[src/rtl/labs_energy_iter.sv]
// labs_energy_iter: iterative LABS (low-autocorrelation binary sequence) energy
// evaluator. A candidate sequence is accepted in IDLE, one aperiodic
// autocorrelation lag C_k is evaluated per cycle in CALC, and the summed
// energy E = sum C_k^2 is held in DONE until the downstream takes it.
// The lowest energy seen since reset or clear_best is tracked on the side.
module labs_energy_iter #(
    parameter int MAX_N   = 16,
    parameter int E_WIDTH = 20,
    parameter int N_W     = $clog2(MAX_N + 1)
) (
    input  logic               clk,
    input  logic               rst,
    input  logic [MAX_N-1:0]   i_seq,
    input  logic [N_W-1:0]     i_n,
    input  logic               i_valid,
    output logic               i_ready,
    output logic [MAX_N-1:0]   o_seq,
    output logic [N_W-1:0]     o_n,
    output logic [E_WIDTH-1:0] o_e,
    output logic               o_valid,
    input  logic               o_ready,
    input  logic               clear_best,
    output logic [E_WIDTH-1:0] best_e,
    output logic [MAX_N-1:0]   best_seq,
    output logic [N_W-1:0]     best_n,
    output logic               best_valid
);

    localparam int CW = N_W + 2;

    typedef enum logic [1:0] {
        IDLE = 2'd0,
        CALC = 2'd1,
        DONE = 2'd2
    } state_t;

    state_t state_r;
    state_t state_nxt_s;

    logic [MAX_N-1:0]   seq_r;
    logic [N_W-1:0]     n_r;
    logic [N_W-1:0]     k_r;
    logic [E_WIDTH-1:0] acc_r;
    logic               o_valid_r;

    logic [E_WIDTH-1:0] best_e_r;
    logic [MAX_N-1:0]   best_seq_r;
    logic [N_W-1:0]     best_n_r;
    logic               best_valid_r;

    logic                  accept_s;
    logic [N_W-1:0]        n_eff_s;
    logic [MAX_N-1:0]      in_mask_s;
    logic [MAX_N-1:0]      seq_in_s;
    logic [N_W-1:0]        nk_s;
    logic [MAX_N-1:0]      lag_mask_s;
    logic [MAX_N-1:0]      diff_s;
    logic [N_W-1:0]        pc_s;
    logic signed [CW-1:0]  c_s;
    logic signed [2*CW-1:0] csq_s;
    logic [E_WIDTH-1:0]    acc_nxt_s;
    logic                  last_lag_s;
    logic                  enter_done_s;
    logic [E_WIDTH-1:0]    result_e_s;
    logic [MAX_N-1:0]      result_seq_s;
    logic [N_W-1:0]        result_n_s;

    // Number of set bits in a sequence-wide vector.
    function automatic logic [N_W-1:0] popcount(input logic [MAX_N-1:0] v);
        logic [N_W-1:0] cnt;
        cnt = {N_W{1'b0}};
        for (int i = 0; i < MAX_N; i++) begin
            cnt = cnt + {{(N_W-1){1'b0}}, v[i]};
        end
        return cnt;
    endfunction

    // Candidate conditioning: clamp N to MAX_N and zero the bits beyond N.
    always_comb begin
        accept_s = i_valid & i_ready;
        if (i_n > N_W'(MAX_N)) begin
            n_eff_s = N_W'(MAX_N);
        end else begin
            n_eff_s = i_n;
        end
        in_mask_s = {MAX_N{1'b0}};
        for (int i = 0; i < MAX_N; i++) begin
            in_mask_s[i] = (N_W'(i) < n_eff_s);
        end
        seq_in_s = i_seq & in_mask_s;
    end

    // Lag datapath: C_k = (N-k) - 2*mismatches over the N-k overlapping pairs.
    always_comb begin
        nk_s       = n_r - k_r;
        lag_mask_s = {MAX_N{1'b0}};
        for (int i = 0; i < MAX_N; i++) begin
            lag_mask_s[i] = (N_W'(i) < nk_s);
        end
        diff_s     = (seq_r ^ (seq_r >> k_r)) & lag_mask_s;
        pc_s       = popcount(diff_s);
        c_s        = $signed({2'b00, nk_s}) - $signed({1'b0, pc_s, 1'b0});
        csq_s      = c_s * c_s;
        acc_nxt_s  = acc_r + E_WIDTH'($unsigned(csq_s));
        last_lag_s = (k_r == (n_r - N_W'(1)));
    end

    // Result that would be committed on an edge entering DONE.
    always_comb begin
        if (state_r == CALC) begin
            enter_done_s = last_lag_s;
            result_e_s   = acc_nxt_s;
            result_seq_s = seq_r;
            result_n_s   = n_r;
        end else if (state_r == IDLE) begin
            enter_done_s = accept_s & (n_eff_s < N_W'(2));
            result_e_s   = {E_WIDTH{1'b0}};
            result_seq_s = seq_in_s;
            result_n_s   = n_eff_s;
        end else begin
            enter_done_s = 1'b0;
            result_e_s   = {E_WIDTH{1'b0}};
            result_seq_s = {MAX_N{1'b0}};
            result_n_s   = {N_W{1'b0}};
        end
    end

    // FSM state register.
    always_ff @(posedge clk) begin
        if (rst) begin
            state_r <= IDLE;
        end else begin
            state_r <= state_nxt_s;
        end
    end

    // FSM next-state logic.
    always_comb begin
        state_nxt_s = state_r;
        case (state_r)
            IDLE: begin
                if (accept_s) begin
                    if (n_eff_s < N_W'(2)) begin
                        state_nxt_s = DONE;
                    end else begin
                        state_nxt_s = CALC;
                    end
                end else begin
                    state_nxt_s = IDLE;
                end
            end
            CALC: begin
                if (last_lag_s) begin
                    state_nxt_s = DONE;
                end else begin
                    state_nxt_s = CALC;
                end
            end
            DONE: begin
                if (o_ready) begin
                    state_nxt_s = IDLE;
                end else begin
                    state_nxt_s = DONE;
                end
            end
            default: state_nxt_s = IDLE;
        endcase
    end

    // FSM outputs: accept only when idle and not held in reset.
    always_comb begin
        if ((state_r == IDLE) && !rst) begin
            i_ready = 1'b1;
        end else begin
            i_ready = 1'b0;
        end
    end

    // Working registers: latch candidate, accumulate one lag per cycle, hold result.
    always_ff @(posedge clk) begin
        if (rst) begin
            seq_r     <= {MAX_N{1'b0}};
            n_r       <= {N_W{1'b0}};
            k_r       <= N_W'(1);
            acc_r     <= {E_WIDTH{1'b0}};
            o_valid_r <= 1'b0;
        end else begin
            case (state_r)
                IDLE: begin
                    if (accept_s) begin
                        seq_r     <= seq_in_s;
                        n_r       <= n_eff_s;
                        k_r       <= N_W'(1);
                        acc_r     <= {E_WIDTH{1'b0}};
                        o_valid_r <= (n_eff_s < N_W'(2));
                    end
                end
                CALC: begin
                    acc_r <= acc_nxt_s;
                    k_r   <= k_r + N_W'(1);
                    if (last_lag_s) begin
                        o_valid_r <= 1'b1;
                    end
                end
                DONE: begin
                    if (o_ready) begin
                        o_valid_r <= 1'b0;
                    end
                end
                default: o_valid_r <= 1'b0;
            endcase
        end
    end

    // Best-so-far tracker; a new strictly lower result wins, a clear that
    // coincides with a result still keeps that result.
    always_ff @(posedge clk) begin
        if (rst) begin
            best_e_r     <= {E_WIDTH{1'b1}};
            best_seq_r   <= {MAX_N{1'b0}};
            best_n_r     <= {N_W{1'b0}};
            best_valid_r <= 1'b0;
        end else if (enter_done_s &&
                     (clear_best || !best_valid_r || (result_e_s < best_e_r))) begin
            best_e_r     <= result_e_s;
            best_seq_r   <= result_seq_s;
            best_n_r     <= result_n_s;
            best_valid_r <= 1'b1;
        end else if (clear_best) begin
            best_e_r     <= {E_WIDTH{1'b1}};
            best_valid_r <= 1'b0;
        end
    end

    assign o_seq      = seq_r;
    assign o_n        = n_r;
    assign o_e        = acc_r;
    assign o_valid    = o_valid_r;
    assign best_e     = best_e_r;
    assign best_seq   = best_seq_r;
    assign best_n     = best_n_r;
    assign best_valid = best_valid_r;

endmodule

[config.mk]
export PLATFORM = sky130hd
export DESIGN_NAME = labs_energy_iter
export DESIGN_NICKNAME = d
export VERILOG_FILES = /design/src/rtl/labs_energy_iter.sv
export SDC_FILE = /design/constraint.sdc
export NUM_CORES = 1
export LEC_CHECK = 0
export CORE_MARGIN = 2
export CORE_UTILIZATION = 35
export CTS_CLUSTER_DIAMETER = 100
export DETAILED_ROUTE_END_ITERATION = 8
export PLACE_DENSITY = 0.59
export SYNTH_ARGS = -nofsm -noshare
export SYNTH_HDL_FRONTEND = slang
export SYNTH_SLANG_ARGS = --single-unit
[constraint.sdc]
create_clock -name clk -period 17.25 [get_ports clk]
set_input_delay 5.175 -clock clk [delete_from_list [all_inputs] [get_ports clk]]
set_output_delay 5.175 -clock clk [all_outputs]
set_load 0.01 [all_outputs]
==> metrics.md <==
| Metric | Value |
|---|---|
| Outcome | completed |
| Fin. max-slew vios | 0 |
| Syn avg cell area | 7.88 um2 |
| Die H | approximately 160 um |
| Post-CTS Setup Repair Bufs | 0 |
| Hold crit path type | flip-flop to flip-flop |
| Max-slew headroom | between 20% and 30% |
| GRT Residual Overflow | 0 |
| Row count | between 50 and 60 |
| RePlAce Congestion | 0.896 |
| Synth top area share | approximately 22% |
| Number of global-route vias before repair | around 7.3k |
| Clock Root Buffer | clkbuf_16 |
| Tot GR Track Use | 18.7% |
| FFs w/ async S/R, synth | 0% |
| CP Data Arrival Time | between 10 and 15 ns |
| Synth Area in Adders | a little over a fifth |
| First-pass GRT wire length | around 37000 um |
| Ys flop type | dfxtp_1 |
| Overall routed net length | 23200 um |
| Full die area | between 20000 and 30000 um2 |
| Max stage delay cell, worst path | dfxtp_1 |
| Peak Freq | slightly below 70 MHz |
| Via-to-Cell Ratio | ~5.3 |
| Setup_tns | 0 ns |
| Nets | about 1.3k |
| Synth Area in Compound Gates | a little under a fifth |
| Die width | between 150 and 200 um |
| Crit path required time | between 15 and 20 ns |
| R2R cell count | between 50 and 60 |
| Most common cell in the netlist | inv_1 |
| Synthesized area | between 8000 and 9000 um2 |
| Layout cells sized above 1 | just over 4% |
| YS warnings | 0 |
| Crit. End Element | flip-flop |
| # H-tree levels | 3 |
| Synthesized Nets | 1205 |
| RSZ-0062 raised after global routing | no |
| Tcrit/Tclk final | 85.2% |
| Core area | roughly 23000 um2 |
| Post-DP HPWL | 17500 um |
| Largest net degree at the start of global routing | 71 |
| Sequential element share of the synthesized area | around 22% |
| Critical Path Max Stage Delay | 1.00 ns |
| Yosys reg bits | 91 |
| PnR worst setup slack | approximately 2.5 ns |
| DRT iter0 DRCs | 457 |
| Initial cell density of the core | between 30% and 40% |
| CTS resizes | 0 |
| Clk slew on worst S/H paths | 0.07 ns |
| Router iterations before antenna repair | 5 |
| Beginning of the worst register-to-register path | k_r[0] |
| Hold-fix buffers, CTS | 0 |
| Clock sinks | 91 |
| Area contributors post-synth | dfxtp_1 (22%), ha_1 (11%), fa_1 (10%) |
| Area Growth Syn to Fin | 19.0% |
| Xor and xnor area share after synthesis | under 10% |
| Worst Setup Start Kind | flip-flop |
| Clock Latency Late Sink | 0.35 ns |
| Antenna Cells | 0 |
| Initial antenna violation count | 1 |
| Wire per inst | 16.0 um |
| Min-Delay Path Depth | 2 |
| Reg2reg end | best_seq[5] |
| Post-synth EDFFs | 0 |
| Multiplexer share of the synthesized area | 4.87% |
| Synth top cells by count | inv_1 (119), nand2_1 (109), dfxtp_1 (91), a21oi_1 (87), nor2_1 (76) |
| Hold_sp | best_seq[11] |
| Setup Viol. Count Final | 0 |
| CTS tree | built |
| IO Port Bufs | between 100 and 150 |
| Reg-to-reg slack, setup | 2.55 ns |
| Num ports | 111 |
| Slew @ Worst Pin | around 1.2 ns |
| Post-Synth Simple-Gate Area | 19.5% |
| Final hold vios | 0 |
| Critical path fanouts, max | between 50 and 60 |
| Main combinational cell family by area after synthesis | adder cells |
| Via count | between 7k and 8k |
| Max cap viols | 0 |
| ANT nets after route | 0 |
| Clock Path Buffers | 2 |
| Netlist cell types | 62 |
| Post-route DRC | 0 |
| Synth area leader | dfxtp_1 |
| CTS buffer count | 9 |
| Cells after synthesis | roughly 1.1k |
| Min Tclk post-route | about 15 ns |
| Hold Crit Endpoint | best_seq[11] |
| Post-place setup slack | 2.54 ns |
| Critical path type | flip-flop to flip-flop |
| Clock skew | between 0.008 and 0.009 ns |
## cell type report
class	instances	area, um2
Fill cell	2413	13500
Clock inverter	7	67.6
Inverter	120	450
Clock buffer	9	225
Multi-Input combinational cell	790	5840
Tap cell	319	399
Sequential cell	91	1820
Timing Repair Buffer	116	1140
## cell usage in the layout (no fill, tap or decap), types with 39 or more instances in the layout
| cell type | netlist | layout |
|---|---|---|
| fa_1 | 43 | 43 |
| nand3_1 | 39 | 39 |
| ha_1 | 75 | 75 |
| clkdlybuf4s50_1 | 0 | 109 |
| a21oi_1 | 87 | 87 |
| nand2_1 | 109 | 109 |
| o21ai_0 | 54 | 54 |
| nor2_1 | 76 | 76 |
| dfxtp_1 | 91 | 91 |
| inv_1 | 119 | 119 |
## worst max-delay path: cells and delay by family (launching register included)
family | cells | cell delay (ns)
AO/OA/AOI/OAI | 16 | 3.22
XOR/XNOR | 4 | 0.89
flip-flops | 1 | 1.00
AND/OR/NAND/NOR | 7 | 1.87
adder cells (fa/ha/maj) | 16 | 6.69
buffers and inverters | 10 | 0.65
multiplexers | 1 | 0.26
## worst max path at each step
stage / slack, ns / to / cells past startpoint / startpoint
3_3_place_gp: 2.90 / best_seq[0] / 54 / k_r[0]
3_5_place_dp: 2.54 / best_seq[13] / 54 / k_r[0]
5_1_grt: 1.27 / best_n[2] / 54 / k_r[0]
4_1_cts: 2.51 / best_seq[5] / 54 / k_r[0]
6_report: 2.55 / best_seq[5] / 54 / k_r[0]
2_1_floorplan: 4.23 / best_e[0] / 58 / o_n[0]
## through the flow
step | util [%] | cells | instance area, um2 | hold WS (ns)
3_5_place_dp | 41.1 | 1436 | 9650 | 0.447
4_1_cts | 42.4 | 1452 | 9940 | 0.457
3_3_place_gp | 41.1 | 1436 | 9650 | 0.441
6_report | 42.4 | 1452 | 9940 | 0.459
2_1_floorplan | - | 1061 | 8360 | 0.476
5_1_grt | 42.4 | 1452 | 9940 | 0.480
## logic make-up after synthesis
logic type                 Yosys count
AOI/OAI and AO/OA                  246
xor gates and xnor gates            54
adders and majority gates          118
buffers and inverters              180
DFF                                 91
muxes                               30
and+or+nand+nor                    342
## state kept, by name, indices dropped and copies added (netlist names)
signal and flops:
best_e 20, best_n 5, best_seq 16, best_valid 1, k_r 5, o_e 20
o_n 5, o_seq 16, o_valid 1, state_r 2
## per-layer routing
| layer | share of wire, % | track usage [%] |
|---|---|---|
| met1 | 47 | 25.4 |
| met2 | 46 | 31.2 |
| met3 | 5.5 | 2.78 |
| met4 | 1.8 | 4.59 |
| met5 | 0 | 0 |
Power is left out: the tool's default activity adds up to more than one toggle a clock period on the data nets, which glitch-free logic cannot reach.
